File: config.mk
export PLATFORM = sky130hd
export DESIGN_NAME = imm_decode_stage
export DESIGN_NICKNAME = d
export VERILOG_FILES = /design/src/rtl/imm_decode_stage.sv
export SDC_FILE = /design/constraint.sdc
export NUM_CORES = 1
export LEC_CHECK = 0
export CAP_MARGIN = 20
export CORE_AREA = 2 2 85 107
export DETAILED_ROUTE_END_ITERATION = 7
export DIE_AREA = 0 0 87 109
export PLACE_DENSITY = 0.81
export SYNTH_ARGS = -nofsm -noshare
export SYNTH_HDL_FRONTEND = slang
export SYNTH_SLANG_ARGS = --single-unit
File: constraint.sdc
create_clock -name clk -period 2.45 [get_ports clk]
set_clock_uncertainty 0.2 [all_clocks]
set_input_delay 0.6125 -clock clk [delete_from_list [all_inputs] [get_ports clk]]
set_output_delay 0.6125 -clock clk [all_outputs]
set_load 0.01 [all_outputs]
File: src/rtl/imm_decode_stage.sv
// Registered RV32/RV64 immediate/rd decode stage with a 2-entry valid/ready output buffer.
// Optional macro IMM_DECODE_ILLEGAL_EN: flag unrecognised opcodes as illegal (fmt=7).
module imm_decode_stage #(
  parameter int unsigned XLEN = 32
) (
  input  logic            clk,
  input  logic            rst_n,
  input  logic            flush,
  input  logic            in_valid,
  output logic            in_ready,
  input  logic [31:0]     instruction_word,
  output logic            out_valid,
  input  logic            out_ready,
  output logic [XLEN-1:0] imm,
  output logic [4:0]      rd,
  output logic [2:0]      fmt,
  output logic            illegal
);

  localparam logic [6:0] OpLui    = 7'b0110111;
  localparam logic [6:0] OpAuipc  = 7'b0010111;
  localparam logic [6:0] OpJal    = 7'b1101111;
  localparam logic [6:0] OpJalr   = 7'b1100111;
  localparam logic [6:0] OpLoad   = 7'b0000011;
  localparam logic [6:0] OpImm    = 7'b0010011;
  localparam logic [6:0] OpStore  = 7'b0100011;
  localparam logic [6:0] OpBranch = 7'b1100011;
  localparam logic [6:0] OpReg    = 7'b0110011;

  localparam logic [2:0] FmtR   = 3'd0;
  localparam logic [2:0] FmtI   = 3'd1;
  localparam logic [2:0] FmtS   = 3'd2;
  localparam logic [2:0] FmtB   = 3'd3;
  localparam logic [2:0] FmtU   = 3'd4;
  localparam logic [2:0] FmtJ   = 3'd5;
`ifdef IMM_DECODE_ILLEGAL_EN
  localparam logic [2:0] FmtIll = 3'd7;
`endif

  typedef struct packed {
    logic [XLEN-1:0] imm;
    logic [4:0]      rd;
    logic [2:0]      fmt;
    logic            illegal;
  } entry_t;

  typedef enum logic [1:0] {StEmpty, StOne, StTwo} state_e;

  // Async assert, synchronous release of the internal reset.
  logic [1:0] rst_sync_q;
  logic       rst_int_n;

  always_ff @(posedge clk or negedge rst_n) begin
    if (!rst_n) rst_sync_q <= 2'b00;
    else        rst_sync_q <= {rst_sync_q[0], 1'b1};
  end
  assign rst_int_n = rst_sync_q[1];

  // Combinational decode of the incoming word.
  logic [31:0] w;
  logic [31:0] imm32;
  entry_t      dec;

  assign w = instruction_word;

  always_comb begin
    imm32       = '0;
    dec.rd      = w[11:7];
    dec.fmt     = FmtR;
    dec.illegal = 1'b0;
    case (w[6:0])
      OpLui, OpAuipc: begin
        dec.fmt = FmtU;
        imm32   = {w[31:12], 12'b0};
      end
      OpJal: begin
        dec.fmt = FmtJ;
        imm32   = {{11{w[31]}}, w[31], w[19:12], w[20], w[30:21], 1'b0};
      end
      OpJalr, OpLoad, OpImm: begin
        dec.fmt = FmtI;
        imm32   = {{20{w[31]}}, w[31:20]};
      end
      OpStore: begin
        dec.fmt = FmtS;
        dec.rd  = 5'd0;
        imm32   = {{20{w[31]}}, w[31:25], w[11:7]};
      end
      OpBranch: begin
        dec.fmt = FmtB;
        dec.rd  = 5'd0;
        imm32   = {{19{w[31]}}, w[31], w[7], w[30:25], w[11:8], 1'b0};
      end
      OpReg: dec.fmt = FmtR;
      default: begin
`ifdef IMM_DECODE_ILLEGAL_EN
        dec.fmt     = FmtIll;
        dec.rd      = 5'd0;
        dec.illegal = 1'b1;
`else
        dec.fmt     = FmtR;
`endif
      end
    endcase
    dec.imm = XLEN'($signed(imm32));
  end

  // Output buffer: head_q is always presented, tail_q holds the second entry.
  state_e state_q, state_d;
  entry_t head_q, head_d, tail_q, tail_d;
  logic   push, pop;

  assign in_ready  = (state_q != StTwo);
  assign out_valid = (state_q != StEmpty);
  assign push      = in_valid && in_ready;
  assign pop       = out_valid && out_ready;

  always_comb begin
    state_d = state_q;
    head_d  = head_q;
    tail_d  = tail_q;
    if (flush) begin
      state_d = StEmpty;
      head_d  = '0;
      tail_d  = '0;
    end else begin
      case (state_q)
        StEmpty: begin
          if (push) begin
            head_d  = dec;
            state_d = StOne;
          end
        end
        StOne: begin
          if (push && pop) begin
            head_d = dec;
          end else if (push) begin
            tail_d  = dec;
            state_d = StTwo;
          end else if (pop) begin
            state_d = StEmpty;
          end
        end
        StTwo: begin
          if (pop) begin
            head_d  = tail_q;
            state_d = StOne;
          end
        end
        default: state_d = StEmpty;
      endcase
    end
  end

  always_ff @(posedge clk or negedge rst_int_n) begin
    if (!rst_int_n) begin
      state_q <= StEmpty;
      head_q  <= '0;
      tail_q  <= '0;
    end else begin
      state_q <= state_d;
      head_q  <= head_d;
      tail_q  <= tail_d;
    end
  end

  assign imm     = head_q.imm;
  assign rd      = head_q.rd;
  assign fmt     = head_q.fmt;
  assign illegal = head_q.illegal;

endmodule

==> impl_metrics.ini <==
[synth]
synth_common_cells = dfrtp_1, nand2_1, o21ai_0, a21oi_1, o21ai_1
synthMuxAreaShare = 0.00788
ys_seq_elements = 84
synthArstFlopShare = 1.00
synth_edf_count = 0
synth_top_family_by_area = compound AO/OA/AOI/OAI gates
synth_area_mm2 = 0.00381
synth_warnings = 0
ys.flop_type = dfrtp_1
yosys.area_share.simple = 0.140
synth.area.top_cells = dfrtp_1, nand2_1, a22oi_1, o21ai_0, a21oi_1
syn_inst = 383
synth.most_common_cell = dfrtp_1
synth_fa_ha_area_frac = 0
yosysUniqueCellTypes = 45
synth.yosys.seq_area_share = 0.552
synth_area_leader_cell = dfrtp_1
synth.top_cell.area_share = 0.552
syn_nets = 420
synth_xor_area_frac = 0
synth_compound_area_frac = 0.258
avgSynthCellArea_um2 = 9.95

[global_route]
grt_pass1_vias = 3389
grt_overflow = 0
grt_pass1_wl_um = 16600
track_usage = 0.225
antenna_found_initial = 0
grt_max_degree = 83

[timing]
maxSlewHeadroom = 0.661
period_share = 0.971
rsz0062_at_grt = no
slew_viol_final = 0
worst_pin_slew_ns = 0.508
fmax_mhz = 420
setup_violations = 0
hold_viol_final = 0
period_needed_ns = 2.38
whs_ns = 0.123

[routing]
drc_errors = 0
ant_nets = 0
vias_per_cell = 5.78
vias = 3451
drt_iter0_markers = 328
wl_um = 10300
first_pass_iters = 5
wl_per_cell_um = 17.2

[placement]
port_buffers = 78
dp_hpwl_um = 7090
place_inst = 579
gp_congestion = 0.866

[finish]
layout-drive-gt1-share = 0.163
fin_nets = 529
fin_cells = 597
antennaDiodeCount = 0
areaGrowthSynthToFinish_pct = 37.2

[critical_path]
crit_chain = or2_2, clkdlybuf4s50_1
worstPathArrival_ns = 1.57
cp.required_ns = 1.64
cp-end-kind = output port
critPathSlowestCell = clkdlybuf4s50_1
cp_max_fo = 6
crit_type = reg2out
cpPeakStageDelay_ns = 0.48
cp-start-kind = flop

[outcome]
status = completed

[clocking]
cts_tree = built
path_clk_slew_ns = 0.09
ctsHoldBuffers = 0
cts_made_buffers = 9
clk_latency_ns = 0.36
root_buffer = clkbuf_8
cts_num_sinks = 84
htreeDepth = 3
clock_path_buffers = 2

[floorplanning]
die_h_um = 109
num_rows = 38
die_w_um = 87
start_util = 0.448
die_area_mm2 = 0.00948
io_pins = 80
core-area_mm2 = 0.00851

[pwr]
ir_worst_vdd_uv = 211
power_density_mw_per_mm2 = 544
p_leak_nw = 2.41

[hold_path]
min_path_type = reg2async

[job]
drv_cap = 0
-- layout make-up --
cell class | count | area, µm²
well taps | 100 | 125
flip-flops and latches | 84 | 2110
inverters | 5 | 18.8
repair buffers | 125 | 1180
multi-input cells | 267 | 1590
clock inverters | 6 | 70.1
clock buffers | 10 | 138
fillers | 691 | 3280
-- repair_timing --
action | CTS | global route
gates resized for setup | 2 | 1
setup buffers | 1 | 1
setup endpoints to repair | 2 | 13
-- critical path, delay by kind of cell (launching register included) --
family / cells / cell delay (ns)
buf+inv: 1 / 0.48
flops: 1 / 0.45
simple gates: 1 / 0.28
-- layer usage --
| layer | part of all wire | up-vias | track usage |
|---|---|---|---|
| li1 | - | 1595 | - |
| met1 | 0.41 | 1700 | 0.285 |
| met2 | 0.51 | 141 | 0.373 |
| met3 | 0.061 | 15 | 0.0515 |
| met4 | 0.020 | 0 | 0.0882 |
| met5 | 0 | - | 0 |
-- power breakdown --
part	switching, W	internal, W
clock network	0.000523	0.000508
logic	0.000201	0.000182
registers	0.0000175	0.00141
total	0.000742	0.00210
-- final timing paths --
check	from	end	cells past startpoint	slack [ns]
max	state_q[0]	out_valid	2	0.07
min	rst_sync_q[1]	imm[4]	1	0.12
max reg2reg	state_q[1]	rd[3]	6	0.43
min reg2reg	rst_sync_q[1]	imm[4]	1	0.12
max in group asynchronous	rst_sync_q[1]	state_q[1]	1	1.52
min in group clk	rst_sync_q[0]	rst_sync_q[1]	0	0.16
-- cell families after synthesis --
logic type,after synthesis
flops,84
compound gates,152
other cells,2
mux,3
buf+inv,32
simple gates,110
-- per-stage QoR --
step	power (W)	TNS [ns]	worst slack, ns	cell area (µm²)	utilization
after CTS	0.00286	0	0.0212	5220	0.613
final	0.00285	0	0.0702	5230	0.614
after floorplan	0.00161	0	0.373	3810	-
after global routing	0.00295	0	0.0204	5230	0.614
after global placement	0.00183	-7.03	-0.231	5000	0.587
after detailed placement	0.00184	-9.96	-0.319	5000	0.587
-- flip-flops by register name, summed over array words and instances (netlist names) --
signal      flops
rd              5
fmt             3
tail_q         40
rst_sync_q      2
state_q         2
imm            32
-- cells in the final DEF (no fill, tap or decap), types with 4 or more instances in the layout --
| cell type | count |
|---|---|
| dfrtp_1 | 81 |
| clkdlybuf4s50_1 | 78 |
| nand2_1 | 64 |
| buf_4 | 43 |
| o21ai_0 | 34 |
| a21oi_1 | 30 |
| a22oi_1 | 23 |
| o21ai_1 | 23 |
| a22o_1 | 15 |
| nor2_1 | 13 |
| clkbuf_8 | 10 |
| a221o_1 | 8 |
| nand2b_1 | 6 |
| inv_1 | 4 |
| a21o_1 | 4 |
| a32oi_1 | 4 |
| buf_12 | 4 |
(Power assumes the default switching activity.)
